`src/rtl/spi_master.sv`:
```
// spi_master: byte-oriented SPI master clocked by i_Clk.
// Drives SCLK / CS_n / MOSI, samples MISO, and returns each received byte with a
// one-cycle o_RX_DV pulse. It supports multi-byte bursts with CS_n held low.
// Build option: define SPI_MASTER_LSB_FIRST_EN to shift bit0 first in both directions.
// The default build shifts MSB first.
module spi_master #(
    parameter int SPI_MODE          = 0,
    parameter int CLKS_PER_HALF_BIT = 2,
    parameter int MAX_BYTES_PER_CS  = 4,
    parameter int CS_INACTIVE_CLKS  = 4
) (
    input  logic                                  i_Clk,
    input  logic                                  i_Rst,
    input  logic [$clog2(MAX_BYTES_PER_CS+1)-1:0] i_TX_Count,
    input  logic                                  i_TX_DV,
    input  logic [7:0]                            i_TX_Byte,
    output logic                                  o_TX_Ready,
    output logic                                  o_RX_DV,
    output logic [7:0]                            o_RX_Byte,
    output logic                                  o_SPI_Clk,
    input  logic                                  i_SPI_MISO,
    output logic                                  o_SPI_MOSI,
    output logic                                  o_SPI_CS_n
);

    localparam int   CW      = $clog2(MAX_BYTES_PER_CS + 1);
    localparam logic CPOL    = (SPI_MODE == 2) || (SPI_MODE == 3);
    localparam logic CPHA    = (SPI_MODE == 1) || (SPI_MODE == 3);
    localparam int   CNT_MAX = (CLKS_PER_HALF_BIT > CS_INACTIVE_CLKS) ? CLKS_PER_HALF_BIT
                                                                      : CS_INACTIVE_CLKS;
    localparam int   CNT_W   = $clog2(CNT_MAX + 1);

    localparam logic [CNT_W-1:0] HB_LAST  = CNT_W'(CLKS_PER_HALF_BIT - 1);
    localparam logic [CNT_W-1:0] GAP_LAST = CNT_W'(CS_INACTIVE_CLKS - 1);
    localparam logic [CW-1:0]    MAX_N    = CW'(MAX_BYTES_PER_CS);

    typedef enum logic [2:0] {
        ST_IDLE,
        ST_CS_SETUP,
        ST_XFER,
        ST_WAIT_NEXT,
        ST_CS_HOLD,
        ST_CS_GAP
    } state_t;

    state_t           state_q, state_d;
    logic [CNT_W-1:0] cnt_q, cnt_d;
    logic [4:0]       edge_q, edge_d;
    logic [CW-1:0]    left_q, left_d;
    logic [7:0]       tx_q, tx_d;
    logic [7:0]       rx_sh_q, rx_sh_d;
    logic             sclk_q, sclk_d;
    logic             cs_n_q, cs_n_d;
    logic             mosi_q, mosi_d;
    logic             ready_q, ready_d;
    logic             rx_dv_q, rx_dv_d;
    logic [7:0]       rx_byte_q, rx_byte_d;

    logic [4:0]       edge_num;
    logic             is_sample;

`ifdef SPI_MASTER_LSB_FIRST_EN
    function automatic logic first_bit(input logic [7:0] v);
        return v[0];
    endfunction
    function automatic logic [7:0] shift_out(input logic [7:0] v);
        return {1'b0, v[7:1]};
    endfunction
    function automatic logic [7:0] shift_in(input logic [7:0] v, input logic b);
        return {b, v[7:1]};
    endfunction
`else
    function automatic logic first_bit(input logic [7:0] v);
        return v[7];
    endfunction
    function automatic logic [7:0] shift_out(input logic [7:0] v);
        return {v[6:0], 1'b0};
    endfunction
    function automatic logic [7:0] shift_in(input logic [7:0] v, input logic b);
        return {v[6:0], b};
    endfunction
`endif

    // A count of 0 is treated as 1, and counts above the limit saturate to the limit.
    function automatic logic [CW-1:0] burst_len(input logic [CW-1:0] c);
        if (c == '0)
            return CW'(1);
        else if (c > MAX_N)
            return MAX_N;
        else
            return c;
    endfunction

    // Next-state and output logic for the transfer sequencer.
    always_comb begin
        state_d   = state_q;
        cnt_d     = cnt_q;
        edge_d    = edge_q;
        left_d    = left_q;
        tx_d      = tx_q;
        rx_sh_d   = rx_sh_q;
        sclk_d    = sclk_q;
        cs_n_d    = cs_n_q;
        mosi_d    = mosi_q;
        ready_d   = ready_q;
        rx_dv_d   = 1'b0;
        rx_byte_d = rx_byte_q;
        edge_num  = edge_q + 5'd1;
        // With CPHA=0 MISO is sampled on leading (odd) edges; with CPHA=1 on trailing edges.
        is_sample = edge_num[0] ^ CPHA;

        unique case (state_q)
            ST_IDLE: begin
                ready_d = 1'b1;
                cs_n_d  = 1'b1;
                mosi_d  = 1'b0;
                sclk_d  = CPOL;
                if (ready_q && i_TX_DV) begin
                    ready_d = 1'b0;
                    cs_n_d  = 1'b0;
                    left_d  = burst_len(i_TX_Count);
                    cnt_d   = '0;
                    state_d = ST_CS_SETUP;
                    if (CPHA == 1'b0) begin
                        mosi_d = first_bit(i_TX_Byte);
                        tx_d   = shift_out(i_TX_Byte);
                    end else begin
                        tx_d   = i_TX_Byte;
                    end
                end
            end

            ST_CS_SETUP: begin
                if (cnt_q == HB_LAST) begin
                    cnt_d   = '0;
                    edge_d  = '0;
                    state_d = ST_XFER;
                end else begin
                    cnt_d = cnt_q + CNT_W'(1);
                end
            end

            ST_XFER: begin
                if (cnt_q == HB_LAST) begin
                    cnt_d  = '0;
                    sclk_d = ~sclk_q;
                    edge_d = edge_num;
                    if (is_sample) begin
                        rx_sh_d = shift_in(rx_sh_q, i_SPI_MISO);
                        // The eighth sample falls on edge 15 (CPHA=0) or edge 16 (CPHA=1).
                        if (edge_num >= 5'd15) begin
                            rx_byte_d = shift_in(rx_sh_q, i_SPI_MISO);
                            rx_dv_d   = 1'b1;
                        end
                    end else if (!(CPHA == 1'b0 && edge_num == 5'd16)) begin
                        mosi_d = first_bit(tx_q);
                        tx_d   = shift_out(tx_q);
                    end
                    if (edge_num == 5'd16) begin
                        if (left_q <= CW'(1)) begin
                            state_d = ST_CS_HOLD;
                        end else begin
                            left_d  = left_q - CW'(1);
                            ready_d = 1'b1;
                            state_d = ST_WAIT_NEXT;
                        end
                    end
                end else begin
                    cnt_d = cnt_q + CNT_W'(1);
                end
            end

            // Ready high: waiting (indefinitely) for the next byte of the burst.
            // Ready low: byte accepted, SCLK idle for one half-bit before XFER.
            ST_WAIT_NEXT: begin
                if (ready_q) begin
                    if (i_TX_DV) begin
                        ready_d = 1'b0;
                        cnt_d   = '0;
                        if (CPHA == 1'b0) begin
                            mosi_d = first_bit(i_TX_Byte);
                            tx_d   = shift_out(i_TX_Byte);
                        end else begin
                            tx_d   = i_TX_Byte;
                        end
                    end
                end else if (cnt_q == HB_LAST) begin
                    cnt_d   = '0;
                    edge_d  = '0;
                    state_d = ST_XFER;
                end else begin
                    cnt_d = cnt_q + CNT_W'(1);
                end
            end

            ST_CS_HOLD: begin
                if (cnt_q == HB_LAST) begin
                    cnt_d   = '0;
                    cs_n_d  = 1'b1;
                    mosi_d  = 1'b0;
                    state_d = ST_CS_GAP;
                end else begin
                    cnt_d = cnt_q + CNT_W'(1);
                end
            end

            ST_CS_GAP: begin
                if (cnt_q == GAP_LAST) begin
                    cnt_d   = '0;
                    ready_d = 1'b1;
                    state_d = ST_IDLE;
                end else begin
                    cnt_d = cnt_q + CNT_W'(1);
                end
            end

            default: begin
                state_d = ST_IDLE;
            end
        endcase
    end

    // State and output registers with synchronous reset.
    always_ff @(posedge i_Clk) begin
        if (i_Rst) begin
            state_q   <= ST_IDLE;
            cnt_q     <= '0;
            edge_q    <= '0;
            left_q    <= '0;
            tx_q      <= '0;
            rx_sh_q   <= '0;
            sclk_q    <= CPOL;
            cs_n_q    <= 1'b1;
            mosi_q    <= 1'b0;
            ready_q   <= 1'b0;
            rx_dv_q   <= 1'b0;
            rx_byte_q <= '0;
        end else begin
            state_q   <= state_d;
            cnt_q     <= cnt_d;
            edge_q    <= edge_d;
            left_q    <= left_d;
            tx_q      <= tx_d;
            rx_sh_q   <= rx_sh_d;
            sclk_q    <= sclk_d;
            cs_n_q    <= cs_n_d;
            mosi_q    <= mosi_d;
            ready_q   <= ready_d;
            rx_dv_q   <= rx_dv_d;
            rx_byte_q <= rx_byte_d;
        end
    end

    assign o_TX_Ready = ready_q;
    assign o_RX_DV    = rx_dv_q;
    assign o_RX_Byte  = rx_byte_q;
    assign o_SPI_Clk  = sclk_q;
    assign o_SPI_MOSI = mosi_q;
    assign o_SPI_CS_n = cs_n_q;

endmodule

```
`config.mk`:
```
export PLATFORM = sky130hd
export DESIGN_NAME = spi_master
export DESIGN_NICKNAME = d
export VERILOG_FILES = /design/src/rtl/spi_master.sv
export SDC_FILE = /design/constraint.sdc
export NUM_CORES = 1
export LEC_CHECK = 0
export ABC_AREA = 1
export ABC_CLOCK_PERIOD_IN_PS = 2530
export CAP_MARGIN = 40
export CORE_ASPECT_RATIO = 1.1
export CORE_MARGIN = 2
export CORE_UTILIZATION = 45
export CTS_CLUSTER_DIAMETER = 80
export DETAILED_ROUTE_END_ITERATION = 16
export GPL_TIMING_DRIVEN = 1
export PLACE_DENSITY = 0.79
export SLEW_MARGIN = 20
export SYNTH_ARGS = -nofsm -noshare
export SYNTH_HDL_FRONTEND = slang
export SYNTH_SLANG_ARGS = --single-unit
```
`constraint.sdc`:
```
create_clock -name i_Clk -period 2.53 [get_ports i_Clk]
set_clock_uncertainty 0.15 [all_clocks]
set_input_delay 0.6325 -clock i_Clk [delete_from_list [all_inputs] [get_ports i_Clk]]
set_output_delay 0.6325 -clock i_Clk [all_outputs]
set_load 0.005 [all_outputs]
```
-- Word-level counts from Yosys, hierarchy flattened
Index checks and enable logic that the tools add are counted.
- register bits after elaboration: 42
- logic and storage cells: 119
- output and inout bits: 13
- input bits: 15
- magnitude comparators: 3
- muxes and demuxes: 54
- reductions and logical operators: 23
- bitwise gates (word level): 4
- $add $sub $neg: 3
- eq/ne operators: 20
- operators with widths (cell ; number):
    two-way mux 3 bit ; 19
    two-way mux 8 bit ; 6
    case mux 8 bit (3 select lines) ; 1
    != test 2 bit (second input constant) ; 11
    case mux 3 bit (6 select lines) ; 1
    two-way mux 1 bit ; 17
    two-way mux 5 bit ; 3
    case mux 5 bit (3 select lines) ; 1
    AND reduction 7 bit ; 2
    case mux 3 bit (4 select lines) ; 1
    nonzero test 4 bit ; 3
    AND reduction 5 bit ; 2
    equality test 3 x 2 -> 1 bit (second input constant) ; 3
    AND reduction 3 bit ; 3
    case mux 1 bit (4 select lines) ; 2
    equality test 3 x 1 -> 1 bit (second input constant) ; 2
    equality test 3 bit (second input constant) ; 2
    zero test 3 bit ; 2
    case mux 3 bit (2 select lines) ; 1
    AND reduction 6 bit ; 1
    nonzero test 3 bit ; 2
    adder 5 x 1 -> 5 bit (second input constant) ; 1
    equality test 5 bit (second input constant) ; 1
    greater-or-equal comparator 5 x 4 -> 1 bit (second input constant) ; 1
    13 further kinds ; 19

-- Depth between registers and ports, before layout
- depth after elaboration: 6
- depth in mapped cells: 12
- mapped depth without buffers: 11

-- Worst setup path after synthesis
Ideal clock, no wire load.
- path type: reg-to-reg
- start point: register edge_q[0]
- end point: register rx_byte_q[1], in the netlist o_RX_Byte[1]
- cell stages (with the launch flop): 12
- data arrival time: 1522 ps
- path slack: 799 ps
- cells stage by stage: dfxtp_1 > inv_1 > ha_1 > nor2_1 > nor2_1 > nor2_1 > nand2_1 > nand3_1 > nand2_4 > nor2_8 > nand2_1 > nand2_1
- word-level cells in the longest chain between the ends: 3
- RTL lines (what ; line ; RTL):
    from (decl) ; 48 ; logic [4:0] edge_q, edge_d;
    from (signal assigned) ; 241 ; edge_q <= edge_d;
    adder 5 x 1 -> 5 bit (*) ; 108 ; edge_num = edge_q + 5'd1;
    greater-or-equal comparator 5 x 4 -> 1 bit ; 151 ; if (edge_num >= 5'd15) begin
    AND reduction 4 bit (no line) (*) ; - ;
    to (signal assigned) ; 250 ; rx_byte_q <= rx_byte_d;
    to (decl) ; 57 ; logic [7:0] rx_byte_q, rx_byte_d;
Every way passes the cells marked *; elsewhere a longest branch is shown, timed or not.
A chain may end at the register's enable or synchronous reset.

-- Final worst setup path
- start point: input port i_TX_DV
- end point: register tx_q[2]
- word-level cells in the longest chain between the ends: 3
- RTL lines (what ; line ; RTL):
    from (decl) ; 15 ; input logic i_TX_DV,
    logical AND 1 bit ; 118 ; if (ready_q && i_TX_DV) begin
    != test 2 bit (no line) ; - ;
    AND reduction 7 bit (no line) (*) ; - ;
    to (signal assigned) ; 243 ; tx_q <= tx_d;
    to (decl) ; 50 ; logic [7:0] tx_q, tx_d;
Marked as above.

==> implementation parameters <==
Parameter                              Value

Status
  Outcome ... completed

Yosys
  Syn Inst Count ... 362
  Library cell occupying the most area in the post-synthesis netlist ... dfxtp_1
  Fraction of post-synthesis cell area in the top cell type by area ... 34.9%
  Most used standard cell by instance count after synthesis ... nand2_1
  Syn_nets ... 385
  Main combinational cell family by area after synthesis ... simple AND/OR/NAND/NOR gates
  Most used standard cells in the synthesized netlist ... 97 x nand2_1, 62 x nor2_1, 41 x dfxtp_1, 41 x inv_1, 34 x nand3_1
  Top cells by area in the synthesized netlist ... dfxtp_1 35%, nand2_1 15%, nor2_1 9.9%
  Share of synthesized area spent on multiplexers ... 0%
  Post-synth ARST share ... 0%
  Syn avg cell area ... 6.50 um^2
  Netlist area before placement ... 2350 um^2
  Xor/xnor share of the synthesized area ... less than 1%
  Count of flip-flops with a built-in enable after synthesis ... 0
  Top flip-flop cell by instance count after synthesis ... dfxtp_1
  Compound-gate portion of the synthesized area ... under 10%
  Simple-gate portion of the synthesized area ... about two fifths
  Synthesized-area fraction occupied by adder cells ... between 4 and 5%
  Fraction of the yosys area taken by sequential cells ... between 30% and 40%
  Number of warnings printed during yosys synthesis ... 0
  Flops & latches, synth ... a little over 40
  Count of different cell masters after synthesis ... 33

Setup path
  Register-to-Register Path Depth ... 10
  Standard cell with the maximum stage delay on the critical path ... clkdlybuf4s50_1
  Kind of launch point of the worst setup path ... primary input
  RR Endpoint ... left_q[1]
  Data required time of the critical path ... around 2600 ps
  CP max FO ... 12
  Max incr delay on CP ... between 500 and 600 ps
  Launching instance or port of the critical path ... i_TX_DV
  Crit end category ... register
  R2R Path Start ... edge_q[0]
  Data arrival time of the critical path ... 2130 ps
  Critical Setup Path Class ... primary input to register
  Worst-case register-to-register setup slack ... 470 ps
  Chain of cells forming the critical path ... clkdlybuf4s50_1, nand2_1, o22ai_1, nand2_2, nor2_2, nand2_1, nand2_1, nor2_1
  Critical Path Most Common Cell ... nand2_1

STA
  Final count of negative-setup-slack endpoints ... 0
  RSZ-0062 raised after global routing ... false
  Accumulated negative setup slack ... 0 ps
  Final hold slack ... ~320 ps
  Highest attainable clock frequency ... 479 MHz
  Fraction of the cycle the final worst path needs ... slightly above 80%
  Final max-slew violation count ... 0
  Final min period ... 2090 ps
  Hold Fails Final Rpt ... 0
  Slack of the critical path ... ~440 ps
  Actual slew at the worst max-slew pin ... between 400 and 500 ps
  Relative slew margins ... around 70%

Routing
  Count of unresolved DRC violations after routing ... 0
  Final ANT Viol Nets ... 0
  Detailed-route via count ... about 2300
  DR pass1 iterations ... 4
  Average vias per placed instance ... slightly above 5
  Total wire length after detailed routing ... between 5 and 6 mm
  Initial detailed-routing violation count ... around 210
  WL/cell ... about 12 um

Job
  # Max-Cap Violations ... 0

Place
  Setup slack at placement ... roughly 150 ps
  Port buffer count ... 27
  Routability congestion estimate from global placement ... approximately 0.94
  HPWL after detailed placement ... 3.78 mm

Worst hold path
  Worst hold path endpoint ... o_RX_Byte[7]
  Worst hold path class ... register to register
  Start point of the worst hold path ... o_RX_Byte[7]
  Hold Crit Depth ... 2

CTS
  Number of clock buffers inserted by TritonCTS ... 5
  Depth of the CTS H-tree ... 2
  Clock tree from TritonCTS ... built
  Number of hold buffers added after CTS ... 0
  CTS-repair resized insts ... 0
  Insertion delay of the later-clocked pin in the worst-skew pair ... around 290 ps
  Clock root buffer master ... clkbuf_8
  Count of clock tree sinks ... just over 40
  Post-CTS setup buffer count ... 0
  Clock transition time at the flip-flop clock pins of the worst setup and hold paths ... approximately 80 ps
  CTS Buffer Depth ... 2

Die
  Chip Width ... roughly 73 um
  Placement Rows ... 27
  Boundary Pins ... 28
  Chip height ... around 80 um
  Area of the die ... ~5800 um^2
  Initial core utilization ... about 47%
  Core area ... roughly 5000 um^2

Power
  IR Drop Worst-Case VDD ... roughly 0.00039 V
  P_leak ... 0.00131 uW
  Overall power of the completed layout ... about 2500 uW
  Power per Cell Area ... between 800 and 900 nW/um^2

Finish
  # fillers ... about 490
  Final net count ... approximately 410
  Fraction of final layout cells sized beyond drive strength 1 ... between 7 and 8%
  Number of diodes ... 0
  Area growth syn-to-layout ... 16.8%

Global routing
  Aggregate global-route resource usage ... 19.9%
  Number of global-route vias before repair ... between 2000 and 2500
  Global-route wire length before repair ... 9.14 mm
  Antenna violations before repair ... 0
  Pin count of the biggest net entering global routing ... 28
  Total grt overflow ... 0
-- placed cells by master (no fill, tap or decap) --
| cell type | instances |
|---|---|
| a21boi_0 | 1 |
| a21oi_1 | 20 |
| a31oi_1 | 2 |
| and2_1 | 1 |
| buf_12 | 1 |
| buf_4 | 1 |
| clkbuf_8 | 5 |
| clkdlybuf4s50_1 | 27 |
| clkinv_2 | 2 |
| clkinvlp_4 | 1 |
| dfxtp_1 | 41 |
| ha_1 | 8 |
| inv_1 | 41 |
| inv_4 | 2 |
| nand2_1 | 97 |
| nand2_2 | 4 |
| nand2_4 | 2 |
| nand3_1 | 34 |
| nand3_2 | 1 |
| nand3_4 | 1 |
| nand3b_1 | 1 |
| nand4_1 | 4 |
| nor2_1 | 62 |
| nor2_2 | 3 |
| nor2_4 | 3 |
| nor2_8 | 1 |
| nor3_2 | 1 |
| nor3b_1 | 1 |
| o2111ai_1 | 1 |
| o21ai_0 | 16 |
| o21ai_1 | 1 |
| o22ai_1 | 1 |
| or2_2 | 1 |
| xor2_1 | 1 |
-- cells by family after synthesis --
group | Yosys count
flip-flops | 41
buffers and inverters | 53
AO/OA/AOI/OAI | 42
adder cells (fa/ha/maj) | 8
XOR/XNOR | 1
AND/OR/NAND/NOR | 217
-- where the power goes --
part           total (uW)  switching, uW  internal (uW)  leakage [uW]
sequential            925            141            784      0.000334
combinational        1120            702            416      0.000928
clock                 425            234            191     0.0000439
-- how the worst max path moves through the flow --
stage | cells past startpoint | endpoint | slack, ps
after floorplan | 11 | o_RX_Byte[1] | 800
after CTS | 8 | tx_q[2] | 460
final | 8 | tx_q[2] | 440
after global routing | 8 | tx_q[6] | 290
after global placement | 8 | tx_q[7] | 210
after detailed placement | 8 | tx_q[2] | 150
-- state kept, by name, summed over array words and instances (netlist names) --
name,count
o_SPI_Clk,1
tx_q,7
o_TX_Ready,1
rx_sh_q,7
state_q,3
o_SPI_CS_n,1
o_RX_Byte,8
o_SPI_MOSI,1
left_q,3
edge_q,5
o_RX_DV,1
cnt_q,3
-- metal layers --
metal  vias up  track usage [%]  share of wire [%]
li1       1187                -                  -
met1      1042             23.7                 45
met2        58             34.0                 48
met3         7             5.30                5.9
met4         0             6.85                1.2
met5         -                0                  0
-- stage by stage --
stage / instance area (um^2) / instances / util (%)
final: 2750 / 447 / 54.6
after global placement: 2660 / 439 / 52.9
after detailed placement: 2660 / 439 / 52.9
after CTS: 2750 / 447 / 54.6
after floorplan: 2350 / 362 / -
after global routing: 2750 / 447 / 54.6
-- cell type report --
type	count	area [um^2]	share of cell area, %
Clock buffer	5	68.8	2.50
Clock inverter	3	17.5	0.637
Inverter	43	166	6.05
Multi-Input combinational cell	268	1310	47.5
Sequential cell	41	821	29.8
Tap cell	58	72.6	2.64
Timing Repair Buffer	29	298	10.8
-- worst max-delay path: cells and delay by family --
family | cells | cell delay (ps)
buffers and inverters | 1 | 510
AND/OR/NAND/NOR | 6 | 750
AO/OA/AOI/OAI | 1 | 230
Power figures use the tool's default switching activity.
